File: src/rtl/code_loader.sv
// Loads framed program words [len_hi len_lo payload(4*N) csum] into the 256-word instruction memory.
// Each word is written one cycle after its 4th byte. in_ready stalls nothing and depends only on state.
module code_loader (
  input  logic        clk,
  input  logic        rst,
  input  logic        start,
  input  logic [7:0]  in_data,
  input  logic        in_valid,
  output logic        in_ready,
  output logic        mem_we,
  output logic [7:0]  mem_addr,
  output logic [31:0] mem_wdata,
  output logic        busy,
  output logic        done,
  output logic        err,
  output logic [8:0]  word_cnt
);

  typedef enum logic [2:0] {IDLE, LEN_HI, LEN_LO, DATA, CSUM, DONE, ERR} state_t;

  state_t      state, state_nxt;
  logic [7:0]  len_hi;
  logic [15:0] len;
  logic [15:0] len_full;
  logic [1:0]  byte_idx;
  logic [8:0]  word_idx;
  logic [23:0] shreg;
  logic [7:0]  csum;
  logic        accept;
  logic        word_end;
  logic        start_ok;

  assign in_ready = (state == LEN_HI) || (state == LEN_LO) || (state == DATA) || (state == CSUM);
  assign busy     = in_ready;
  assign done     = (state == DONE);
  assign err      = (state == ERR);
  assign accept   = in_valid && in_ready;
  assign word_end = accept && (state == DATA) && (byte_idx == 2'd3);
  assign start_ok = start && !busy;
  assign len_full = {len_hi, in_data};

  always_ff @(posedge clk) begin
    if (rst) state <= IDLE;
    else     state <= state_nxt;
  end

  always_comb begin
    state_nxt = state;
    case (state)
      IDLE, DONE, ERR: if (start) state_nxt = LEN_HI;
      LEN_HI: if (accept) state_nxt = LEN_LO;
      LEN_LO: begin
        if (accept) begin
          if (len_full == 16'd0)        state_nxt = CSUM;
          else if (len_full > 16'd256)  state_nxt = ERR;
          else                          state_nxt = DATA;
        end
      end
      // words written so far equals N once this word lands
      DATA: if (word_end && (({7'd0, word_idx} + 16'd1) == len)) state_nxt = CSUM;
      CSUM: if (accept) state_nxt = (in_data == csum) ? DONE : ERR;
      default: state_nxt = IDLE;
    endcase
  end

  always_ff @(posedge clk) begin
    if (rst) begin
      len_hi    <= '0;
      len       <= '0;
      byte_idx  <= '0;
      word_idx  <= '0;
      shreg     <= '0;
      csum      <= '0;
      mem_we    <= 1'b0;
      mem_addr  <= '0;
      mem_wdata <= '0;
      word_cnt  <= '0;
    end else begin
      mem_we <= 1'b0;
      if (start_ok) begin
        word_cnt <= '0;
        csum     <= '0;
        word_idx <= '0;
        byte_idx <= '0;
      end
      if (accept) begin
        case (state)
          LEN_HI: len_hi <= in_data;
          LEN_LO: len    <= len_full;
          DATA: begin
            csum     <= csum ^ in_data;
            byte_idx <= byte_idx + 2'd1;
            if (byte_idx == 2'd3) begin
              mem_we    <= 1'b1;
              mem_addr  <= word_idx[7:0];
              mem_wdata <= {shreg, in_data};
              word_idx  <= word_idx + 9'd1;
              word_cnt  <= word_cnt + 9'd1;
            end else begin
              shreg <= {shreg[15:0], in_data};
            end
          end
          default: ;
        endcase
      end
    end
  end

endmodule

File: config.mk
export PLATFORM = sky130hd
export DESIGN_NAME = code_loader
export DESIGN_NICKNAME = d
export VERILOG_FILES = /design/src/rtl/code_loader.sv
export SDC_FILE = /design/constraint.sdc
export NUM_CORES = 1
export LEC_CHECK = 0
export ABC_AREA = 1
export CORE_AREA = 2 2 92 94
export DETAILED_ROUTE_END_ITERATION = 16
export DIE_AREA = 0 0 94 96
export DONT_BUFFER_PORTS = 1
export PLACE_DENSITY = 0.76
export SLEW_MARGIN = 10
export SYNTH_ARGS = -nofsm -noshare
export SYNTH_HDL_FRONTEND = slang
export SYNTH_SLANG_ARGS = --single-unit
export TNS_END_PERCENT = 50
File: constraint.sdc
create_clock -name clk -period 2.6 [get_ports clk]
set_clock_uncertainty 0.2 [all_clocks]
set_input_delay 0.26 -clock clk [delete_from_list [all_inputs] [get_ports clk]]
set_output_delay 0.26 -clock clk [all_outputs]
set_load 0.01 [all_outputs]
# Word-level counts from Yosys, hierarchy flattened

Cells that the tools add are included.

Output and inout bits: 54
RAM bits: 0
Memories kept: 0
Word-level logic and storage cells: 76
Input bits: 12
Register bits after elaboration: 120
Latch bits: 0
Memory bits (read-only): 0

Div/mod/pow operators: 0
Shift operators: 0
Reductions and logical operators: 18
Equal/unequal tests: 14
Add/sub/neg operators: 4
Bitwise gates (word level): 4
Order comparisons: 1
Multiplexer cells: 24
Multipliers: 0

Operator list:

| kind                 | number |
|---|---|
| $mux 9               | 8 |
| $mux 8               | 3 |
| $mux 3               | 7 |
| $add 9x1->9 const B  | 2 |
| $eq 10x16->1         | 1 |
| $gt 16x9->1 const B  | 1 |
| $logic_not 16->1     | 1 |
| $pmux 3 s5           | 1 |
| $add 9x1->10 const B | 1 |
| $eq 3x3->1 const B   | 3 |
| $eq 8x8->1           | 1 |
| $mux 2               | 4 |
| $ne 2x2->1 const B   | 4 |
| $xor 8x8->8          | 1 |
| $eq 3x2->1 const B   | 2 |
| $reduce_and 3->1     | 2 |
| $reduce_or 3->1      | 2 |
| $logic_and 1x1->1    | 5 |
| $reduce_and 5->1     | 1 |
| $reduce_and 2->1     | 2 |
| $eq 3x1->1 const B   | 1 |
| $logic_not 3->1      | 1 |
| $logic_or 1x1->1     | 3 |
| $not 1->1            | 3 |
| other kinds (5)      | 5 |

# Longest topological paths before layout

Gate-level depths: netlist of run 1.

Depth after elaboration: 10
Gate-level depth with buffers: 14
Gate-level depth less buffers: 14

# Worst setup path after synthesis of run 1

Ideal clock, no wire load.

Kind: register to register
Start point: register word_idx[0]
End point: register state[0]
Required time: 2.285 ns
Arrival: 1.514 ns
Path slack: 0.771 ns
Setup time: 0.115 ns
Cell stages (with the launch flop): 15
Clock period less this slack: 1.829 ns
Path buffers: 0
Cells stage by stage: dfxtp_1 > ha_1 > nand2_1 > nor2_1 > nand2_1 > nand2_1 > nand2_1 > nand2_1 > nand2_1 > nor2_1 > nand3_1 > nand2_2 > nand3_1 > nand2_1 > nor2_1

Word-level cells in the longest chain between the ends: 5

Ends and longest elaborated chain:

| what                       | line | text |
|---|---|---|
| start, declared            | 26   | `logic [8:0] word_idx;` |
| start signal, assigned     | 97   | `word_idx <= word_idx + 9'd1;` |
| $add 9x1->10               | 60   | `DATA: if (word_end && (({7'd0, word_idx} + 16'd1) == len)) state_nxt = CSUM;` |
| $eq 10x16->1               | 60   |  |
| $logic_and 1x1->1          | 60   |  |
| $ne 2x1->1 (no line)       | -    |  |
| $reduce_and 5->1 (no line) | -    |  |
| end signal, assigned       | 44   | `else state <= state_nxt;` |
| end, declared              | 21   | `state_t state, state_nxt;` |

No other way between the ends.
A chain may end at the register's enable or synchronous reset.

# Final worst setup path of run 1

Start point: register word_idx[0]
End point: register state[2]

Same word-level chain as after synthesis.

==> metrics.md, run 1 <==
| Metric | Value |
|---|---|
| Die X | `94 µm` |
| Hpwl dp | `7.61 mm` |
| CTS root buf | `clkbuf_8` |
| Initial antenna violation count | `0` |
| Final setup vio count | `0` |
| Power consumption | `4.96 mW` |
| Routed wire length | `11.6 mm` |
| Drt pass-1 iters | `5` |
| Outcome | `completed` |
| Row count | `33` |
| Leakage | `2.28 nW` |
| Starting Density | `0.599` |
| Setup TNS | `0 ns` |
| Critical Path Sink Type | `register` |
| Worst hold slack | `0.0680 ns` |
| Power share of the sequential group | `0.420` |
| Syn Area/Cell | `7.92 µm²` |
| DRC | `0` |
| Initial DRC Count | `394` |
| Core area | `8050 µm²` |
| Final nets | `633` |
| Async set-reset flop share out of synthesis | `0` |
| Diode count | `0` |
| VDD IR max | `616 µV` |
| RD Place Congestion | `0.967` |
| CP Class | `reg -> reg` |
| Via-to-Cell Ratio | `5.82` |
| Least-Margin Pin Slew | `0.670 ns` |
| Pwr dens | `897 nW/µm²` |
| Cell Int Power | `3.48 mW` |
| Post-synthesis net count | `624` |
| Commonest non-fill, non-tap cell in the layout | `dfxtp_1` |
| H-tree depth | `4` |
| CTS tree | `done` |
| Full die area | `9020 µm²` |
| NetSw | `1.48 mW` |
| Net Sw Frac | `0.297` |
| Netlist Area Pre-Place | `4830 µm²` |
| Die H | `96 µm` |
| Syn Inst Count | `609` |
| Share of the synthesized area in the top cell type | `0.498` |
| Cells resized by post-CTS repair | `0` |
| CP max FO | `8` |
| Clock tree buffer depth | `2` |
| Worst-path clk slew | `0.06 ns` |
| Worst-Skew Late Latency | `0.52 ns` |
| Max_slew headroom | `0.552` |
| Yosys warning count | `0` |
| IO Pins | `66` |
| Fin crit share | `0.825` |
| Clk sink count | `120` |
| Number of global-route vias before repair | `3933` |
| Logic pwr share | `0.152` |
| Critical Path RT | `2.81 ns` |
| Clk pwr share | `0.428` |
| Global-route wire length before repair | `18.3 mm` |
| Routed Antenna Nets | `0` |
| Achievable Freq | `466 MHz` |
| Share of layout cells above drive strength 1 | `0.0873` |
| Postcts setup bufs | `0` |
| Port Buffers | `0` |
| GR Overflow Total | `0` |
| Register area share after synthesis | `0.498` |
| RSZ-0062 raised after global routing | `no` |
| TritonCTS Buffers | `17` |
| WP data arrival | `2.36 ns` |
| Min-delay worst type | `in -> reg` |
| Commonest cells after routing, fill and taps aside | `dfxtp_1, nand2_1, nor2_1` |
| Fin. Hold Viols | `0` |
| GRT Overall Usage | `0.264` |
| Largest net degree at the start of global routing | `52` |
| Post-synth top area cell | `dfxtp_1` |
| Layout area overhead | `14.6%` |
| Crit start category | `register` |
| Via Count | `4279` |
| Synthesized flop and latch total | `120` |
| EDFF count, synth | `0` |
| CTS Hold Bufs | `11` |
| Max-slew violations | `0` |
| Synth area leaders | `dfxtp_1, nand2_1, o21ai_0` |
| Routed wirelength normalized by instance count | `15.7 µm` |
| Max Cap Viol | `0` |
| Dominant synthesized flop cell | `dfxtp_1` |
| Tmin final | `2.15 ns` |
| Synth cell types | `39` |
## metrics by stage
stage	std cells	instance area (µm²)	setup slack (ns)	utilization
after global routing	735	5530	0.258	0.687
after CTS	735	5530	0.486	0.687
after detailed placement	693	4880	0.508	0.606
after global placement	693	4880	0.587	0.606
final	735	5530	0.455	0.687
after floorplan	609	4830	0.771	-
## layer usage
metal	vias to the layer above	share of wire	GRT usage
met4	0	0.021	0.109
met1	1988	0.43	0.317
met3	31	0.079	0.0838
met5	-	0	0
li1	2080	-	-
met2	180	0.47	0.440
## cell usage after synthesis (4+ instances only)
library cell,instances
o21ai_0,73
inv_2,4
a22o_1,24
xor2_1,5
a21oi_1,51
nor3_1,5
nand4_1,4
nand2_1,102
a311oi_1,4
buf_2,8
inv_1,45
nand3b_1,6
nor2_2,4
clkbuf_1,16
nand3_1,22
nor2_1,79
dfxtp_1,120
## power by group through the flow
stage          clock network (mW)  registers [mW]  logic (mW)
2_1_floorplan                   0            2.09       0.601
3_3_place_gp                    0            2.11       0.687
3_5_place_dp                    0            2.12       0.709
4_1_cts                      2.14            2.08       0.738
5_1_grt                      2.22            2.09       0.840
6_report                     2.12            2.08       0.754
## worst max-delay path, stage by stage (launching register included)
cell     delay, ns
dfxtp_1       0.47
ha_1          0.23
nand2_1       0.09
nor2_1        0.18
nand2_1       0.08
nand2_1       0.08
nand2_1       0.07
nand2_1       0.06
nand2_1       0.05
nor2_1        0.11
nand3_1       0.12
nand2_2       0.12
nand3_1       0.07
nand2_1       0.06
nor2_1        0.05
## sequential cells by signal, summed over array words and instances, names as in the netlist, 2 cells and up
name and flops:
state 3, len_hi 8, shreg 24, csum 8
word_idx 9, mem_addr 8, len 16, word_cnt 9
byte_idx 2, mem_wdata 32
## cells by family after synthesis
logic type / count (synthesis) / share of synthesized area
adder cells (fa/ha/maj): 3 / 0.00778
AND/OR/NAND/NOR: 233 / 0.211
AO/OA/AOI/OAI: 167 / 0.202
XOR/XNOR: 8 / 0.0145
buffers and inverters: 78 / 0.0666
flip-flops: 120 / 0.498
## final timing paths
path | from | to | slack (ns) | depth (start not counted)
max | word_idx[0] | state[2] | 0.45 | 14
min | start | byte_idx[1] | 0.07 | 3
max reg2reg | word_idx[0] | state[2] | 0.45 | 14
min reg2reg | byte_idx[0] | byte_idx[0] | 0.26 | 1
## final cells by class
| type | count | area [µm²] |
|---|---|---|
| fillers | 663 | 2520 |
| inverters | 50 | 188 |
| repair buffers | 18 | 163 |
| well taps | 105 | 131 |
| clock buffers | 17 | 414 |
| clock inverters | 14 | 126 |
| multi-input cells | 411 | 2100 |
| flip-flops and latches | 120 | 2400 |
No activity file was read; power rests on OpenSTA's default activity.
==> run 2: changes to the inputs <==
Clock period 2.6 ns to 2.15 ns, I/O delays scaled along.
==> run 2 against run 1 <==
  * Cell area increased by 4.0%
  * Hold slack improved by 0.19 ns
  * Sequential share of layout area decreased by 1.6 points
  * Die area unchanged
  * Core utilization increased by 2.8 points
  * Cell count increased by 2.0%
  * Non-clock buffer count increased by 15
  * Global-route usage increased by 1.0 points
  * Critical path depth decreased by 7
  * Largest cell class unchanged
  * Highest routed layer unchanged
==> metrics.md, run 2 (same netlist as run 1, synthesis figures left out) <==
| Metric | Value |
|---|---|
| Commonest cells after routing, fill and taps aside | `dfxtp_1, nand2_1, nor2_1 (unchanged)` |
| Logic pwr share | `0.152 (about the same)` |
| CP Class | `reg -> reg (unchanged)` |
| Routed wire length | `12.0 mm (was 11.6 mm)` |
| Core area | `8050 µm² (unchanged)` |
| RD Place Congestion | `0.948 (was 0.967)` |
| H-tree depth | `4 (unchanged)` |
| FF-to-FF path depth | `7 (was 14)` |
| CTS root buf | `clkbuf_8 (unchanged)` |
| VDD IR max | `682 µV (was 616 µV)` |
| Biggest register | `mem_wdata (unchanged)` |
| Critical Path RT | `2.39 ns (was 2.81 ns)` |
| GR Overflow Total | `0 (unchanged)` |
| Number of global-route vias before repair | `3929 (was 3933)` |
| Initial DRC Count | `349 (was 394)` |
| DRC | `0 (unchanged)` |
| R2r setup slk | `0.12 ns (was 0.45 ns)` |
| Power share of the sequential group | `0.392 (was 0.420)` |
| Hpwl dp | `7.78 mm (was 7.61 mm)` |
| Min-Delay Endpoint | `mem_wdata[30] (was byte_idx[1])` |
| Fin crit share | `0.944 (was 0.825)` |
| Max reg flops | `32 (unchanged)` |
| Worst-Skew Late Latency | `0.52 ns (about the same)` |
| Row count | `33 (unchanged)` |
| GRT Overall Usage | `0.274 (was 0.264)` |
| Layout area overhead | `19.2% (was 14.6%)` |
| Max_slew headroom | `0.527 (was 0.552)` |
| Via-to-Cell Ratio | `5.77 (was 5.82)` |
| Die H | `96 µm (unchanged)` |
| Setup TNS | `0 ns (unchanged)` |
| Final setup vio count | `0 (unchanged)` |
| Min-delay worst type | `reg -> reg (was in -> reg)` |
| Routed wirelength normalized by instance count | `16.0 µm (was 15.7 µm)` |
| Crit start category | `register (unchanged)` |
| CP max FO | `11 (was 8)` |
| Global-route wire length before repair | `19.1 mm (was 18.3 mm)` |
| Starting Density | `0.599 (unchanged)` |
| Largest net degree at the start of global routing | `54 (was 52)` |
| Drt pass-1 iters | `5 (unchanged)` |
| Initial antenna violation count | `0 (unchanged)` |
| Fin. Hold Viols | `0 (unchanged)` |
| Hold wc startpoint | `shreg[22] (was start)` |
| Max-slew violations | `0 (unchanged)` |
| Diode count | `0 (unchanged)` |
| FF-to-FF Start | `state[1] (was word_idx[0])` |
| Port Buffers | `0 (unchanged)` |
| Clk sink count | `120 (unchanged)` |
| CTS tree | `done (unchanged)` |
| Via Count | `4330 (was 4279)` |
| Placed Instance Area | `4950 µm² (was 4880 µm²)` |
| Final instance area | `5750 µm² (was 5530 µm²)` |
| Final nets | `648 (was 633)` |
| Least-Margin Pin Slew | `0.707 ns (was 0.670 ns)` |
| Routed Antenna Nets | `0 (unchanged)` |
| Full die area | `9020 µm² (unchanged)` |
| RSZ-0062 raised after global routing | `yes (was no)` |
| Tmin final | `2.03 ns (was 2.15 ns)` |
| Clk pwr share | `0.456 (was 0.428)` |
| FF-to-FF End | `csum[5] (was state[2])` |
| Cells on Worst Hold Path | `1 (was 3)` |
| Commonest non-fill, non-tap cell in the layout | `dfxtp_1 (unchanged)` |
| Filler Cells Inserted | `654 (was 663)` |
| Share of layout cells above drive strength 1 | `0.109 (was 0.0873)` |
| Leakage | `2.35 nW (was 2.28 nW)` |
| Net Sw Frac | `0.278 (was 0.297)` |
| Achievable Freq | `493 MHz (was 466 MHz)` |
| Die X | `94 µm (unchanged)` |
| IO Pins | `66 (unchanged)` |
| Max Cap Viol | `0 (unchanged)` |
| Biggest regs | `mem_wdata: 32 flops, shreg: 24 flops, len: 16 flops (unchanged)` |
| Pwr dens | `1110 nW/µm² (was 897 nW/µm²)` |
| Clock tree buffer depth | `2 (unchanged)` |
| TritonCTS Buffers | `17 (unchanged)` |
| Worst-path clk slew | `0.06 ns (about the same)` |
| Critical Path Sink Type | `register (unchanged)` |
| NetSw | `1.78 mW (was 1.48 mW)` |
| Cell Int Power | `4.61 mW (was 3.48 mW)` |
| WP data arrival | `2.27 ns (was 2.36 ns)` |
| Worst hold slack | `0.260 ns (was 0.0680 ns)` |
| Outcome | `completed (unchanged)` |
run 2: cell count changes in the layout (fill, tap and decap cells not counted), sizes merged:
cell and delta:
dlygate4sd3 +5, buf +10, inv -3, clkinv -2, bufinv +3, clkinvlp +2
run 2: cell type report:
class	count	area [µm²]	area share
Clock buffer	17	414	0.0720
Clock inverter	14	200	0.0348
Inverter	50	191	0.0333
Multi-Input combinational cell	411	2120	0.369
Sequential cell	120	2410	0.419
Tap cell	105	131	0.0228
Timing Repair Buffer	33	288	0.0500
run 2: what timing repair did:
| item | CTS | global route |
|---|---|---|
| buffers inserted | 0 | 1 |
| hold endpoints to repair | 89 | 0 |
| resized for setup | 0 | 9 |
| endpoints found under the setup margin | 0 | 8 |
| hold buffers | 16 | 0 |
run 2: layer usage:
metal | GRT usage | part of all wire
met3 | 0.0799 | 0.082
met2 | 0.448 | 0.47
met5 | 0 | 0
met4 | 0.120 | 0.032
met1 | 0.338 | 0.41
run 2: critical path, cell delays in order, from the launching register on:
cell	delay (ns)
dfxtp_1	0.36
inv_2	0.08
nor2_4	0.16
nand3_4	0.16
clkinvlp_4	0.20
nand2_1	0.06
dlygate4sd3_1	0.55
a21oi_1	0.17
run 2: how the worst max path moves through the flow:
stage	start	slack (ns)	cells after the start	endpoint
2_1_floorplan	word_idx[0]	0.32	14	state[0]
3_3_place_gp	word_idx[1]	0.16	14	state[0]
3_5_place_dp	word_idx[1]	0.11	14	state[2]
4_1_cts	state[1]	0.06	7	csum[4]
5_1_grt	word_idx[2]	-0.01	11	state[1]
6_report	state[1]	0.12	7	csum[5]
run 2: power by group through the flow:
stage          Clock (mW)  Combinational (mW)  Sequential (mW)
2_1_floorplan           0               0.727             2.52
3_3_place_gp            0               0.906             2.54
3_5_place_dp            0               0.918             2.54
4_1_cts              2.93               0.960             2.50
5_1_grt              3.04                1.09             2.52
6_report             2.91               0.971             2.50
run 2: per-stage QoR:
stage | cells | power (mW) | util | setup slack [ns]
3_5_place_dp | 702 | 3.46 | 0.614 | 0.111
5_1_grt | 750 | 6.66 | 0.714 | -0.0111
2_1_floorplan | 609 | 3.25 | - | 0.321
6_report | 750 | 6.38 | 0.714 | 0.120
3_3_place_gp | 702 | 3.45 | 0.614 | 0.161
4_1_cts | 749 | 6.39 | 0.710 | 0.0561
==> run 3: changes to the inputs <==
Settings changed: SETUP_SLACK_MARGIN from default to 0.15.
==> run 3 against run 2 <==
  * Sequential share of layout area about the same
  * Combinational power increased by 5%
  * Critical path depth decreased by 1
  * Largest power group unchanged
  * Count of clock-buffer cells in the layout unchanged
  * Clock power about the same
  * Non-clock buffer count decreased by 4
  * Hold slack about the same
  * Core utilization about the same
  * Cell count decreased by 0.53%
==> metrics.md, run 3 (same netlist as run 1, synthesis figures left out) <==
| Metric | Value |
|---|---|
| Tmin final | `2.01 ns (was 2.03 ns)` |
| FF-to-FF End | `state[1] (was csum[5])` |
| Commonest cells after routing, fill and taps aside | `dfxtp_1, nand2_1, nor2_1 (unchanged)` |
| Biggest regs | `mem_wdata: 32 flops, shreg: 24 flops, len: 16 flops (unchanged)` |
| Area taken by flip-flops and latches | `2410 µm² (about the same)` |
| Min-delay worst type | `reg -> reg (unchanged)` |
| DRC | `0 (unchanged)` |
| Critical Path RT | `1.74 ns (was 2.39 ns)` |
| Area of the multi-input gates | `2150 µm² (was 2120 µm²)` |
| Critical Path End | `busy (was csum[5])` |
| Leakage | `2.37 nW (was 2.35 nW)` |
| Power consumption | `6.42 mW (was 6.38 mW)` |
| Final setup margin | `0.145 ns (was 0.120 ns)` |
| Worst-path clk slew | `0.06 ns (about the same)` |
| Crit-path slowest cell | `dfxtp_1 (was dlygate4sd3_1)` |
| Pwr dens | `1120 nW/µm² (was 1110 nW/µm²)` |
| Final setup vio count | `0 (unchanged)` |
| CTS root buf | `clkbuf_8 (unchanged)` |
| Biggest register | `mem_wdata (unchanged)` |
| Outcome | `completed (unchanged)` |
| Worst-Skew Late Latency | `0.52 ns (about the same)` |
| Worst Setup SP | `state[1] (unchanged)` |
| GR Overflow Total | `0 (unchanged)` |
| Setup TNS | `0 ns (unchanged)` |
| Slowest cell delay on critical path | `0.36 ns (was 0.55 ns)` |
| Fin. Hold Viols | `0 (unchanged)` |
| Global-route wire length before repair | `18.8 mm (was 19.1 mm)` |
| Share of layout cells above drive strength 1 | `0.119 (was 0.109)` |
| VDD IR max | `653 µV (was 682 µV)` |
| Clk sink count | `120 (unchanged)` |
| Achievable Freq | `499 MHz (was 493 MHz)` |
| CP Cell Sequence | `inv_2 > nor2_4 > buf_4 > nand2_2 > buf_4 > nand3_4 (was inv_2 > nor2_4 > nand3_4 > clkinvlp_4 > nand2_1 > dlygate4sd3_1 > a21oi_1)` |
| Number of global-route vias before repair | `3884 (was 3929)` |
| Starting Density | `0.599 (unchanged)` |
| Initial DRC Count | `348 (was 349)` |
| Layout area overhead | `19.2% (about the same)` |
| Largest net degree at the start of global routing | `54 (unchanged)` |
| Port Buffers | `0 (unchanged)` |
| RSZ-0062 raised after global routing | `yes (unchanged)` |
| WL met2 | `5.65 mm (was 5.72 mm)` |
| TritonCTS Buffers | `17 (unchanged)` |
| CP Depth | `6 (was 7)` |
| CP max FO | `4 (was 11)` |
| Least-Margin Pin Slew | `0.694 ns (was 0.707 ns)` |
| Via Count | `4289 (was 4330)` |
| Diode count | `0 (unchanged)` |
| Worst path buffer plus inverter count | `3 (unchanged)` |
| Die H | `96 µm (unchanged)` |
| Cell mode on critical path | `buf_4` |
| Die X | `94 µm (unchanged)` |
| Full die area | `9020 µm² (unchanged)` |
| Final nets | `644 (was 648)` |
| H-tree depth | `4 (unchanged)` |
| Via-to-Cell Ratio | `5.75 (was 5.77)` |
| FF-to-FF path depth | `11 (was 7)` |
| WP data arrival | `1.59 ns (was 2.27 ns)` |
| Final core utilization | `0.715 (was 0.714)` |
| Routed Antenna Nets | `0 (unchanged)` |
| Hpwl dp | `7.78 mm (unchanged)` |
| R2r setup slk | `0.17 ns (was 0.12 ns)` |
| Critical Path Sink Type | `output pin (was register)` |
| Filler Cells Inserted | `652 (was 654)` |
| Max Cap Viol | `0 (unchanged)` |
| Crit start category | `register (unchanged)` |
| DR top layer | `met4 (unchanged)` |
| Met1 Routed Length | `4.95 mm (was 4.94 mm)` |
| Routed wire length | `11.8 mm (was 12.0 mm)` |
| DR WL met3 | `859 µm (was 991 µm)` |
| CTS tree | `done (unchanged)` |
| RD Place Congestion | `0.948 (unchanged)` |
| Cells on Worst Hold Path | `1 (unchanged)` |
| Placement Setup Slack | `0.111 ns (unchanged)` |
| IO Pins | `66 (unchanged)` |
| Worst hold slack | `0.259 ns (was 0.260 ns)` |
| CP Class | `reg -> out (was reg -> reg)` |
| Row count | `33 (unchanged)` |
| Fin crit share | `0.933 (was 0.944)` |
| Clock tree buffer depth | `2 (unchanged)` |
| Max reg flops | `32 (unchanged)` |
| FF-to-FF Start | `word_idx[2] (was state[1])` |
| GRT Overall Usage | `0.271 (was 0.274)` |
| Crit path max-delay family | `buffers and inverters (unchanged)` |
| Drt pass-1 iters | `5 (unchanged)` |
| Max-slew violations | `0 (unchanged)` |
| Core area | `8050 µm² (unchanged)` |
| Initial antenna violation count | `0 (unchanged)` |
| Routed wirelength normalized by instance count | `15.9 µm (was 16.0 µm)` |
| Max_slew headroom | `0.536 (was 0.527)` |
| Commonest non-fill, non-tap cell in the layout | `dfxtp_1 (unchanged)` |
[run 3: how the worst min path moves through the flow]
stage | from | to | slack (ns)
2_1_floorplan | in_data[7] | len[7] | 0.21
3_3_place_gp | rst | csum[1] | 0.09
3_5_place_dp | rst | csum[0] | 0.09
4_1_cts | shreg[22] | mem_wdata[30] | 0.26
5_1_grt | shreg[22] | mem_wdata[30] | 0.28
6_report | shreg[22] | mem_wdata[30] | 0.26
[run 3: stage by stage]
step	cells	cell area (µm²)
3_3_place_gp	702	4950
2_1_floorplan	609	4830
5_1_grt	746	5750
6_report	746	5750
3_5_place_dp	702	4950
4_1_cts	744	5670
[run 3: repair_timing]
| action | in CTS | in global routing |
|---|---|---|
| gates cloned | 0 | 0 |
| hold buffers | 11 | 0 |
| setup buffers | 0 | 2 |
| hold endpoints to repair | 89 | 0 |
| endpoints found under the setup margin | 5 | 80 |
| pin swaps | 0 | 9 |
| resized for setup | 2 | 20 |
[run 3: final cells by class]
type                    instances  area share
multi-input cells             411       0.373
clock buffers                  17      0.0720
clock inverters                14      0.0348
repair buffers                 29      0.0459
well taps                     105      0.0228
flip-flops and latches        120       0.419
inverters                      50      0.0326
[run 3: power breakdown]
group          internal [mW]  switching, mW
Sequential              2.39          0.117
Combinational          0.369          0.656
Clock                   1.88           1.02
Total                   4.64           1.79
[run 3: per-layer routing]
layer  vias up  GRT usage
li1       2089          -
met1      1996      0.335
met2       167      0.442
met3        37     0.0783
met4         0      0.121
met5         -          0
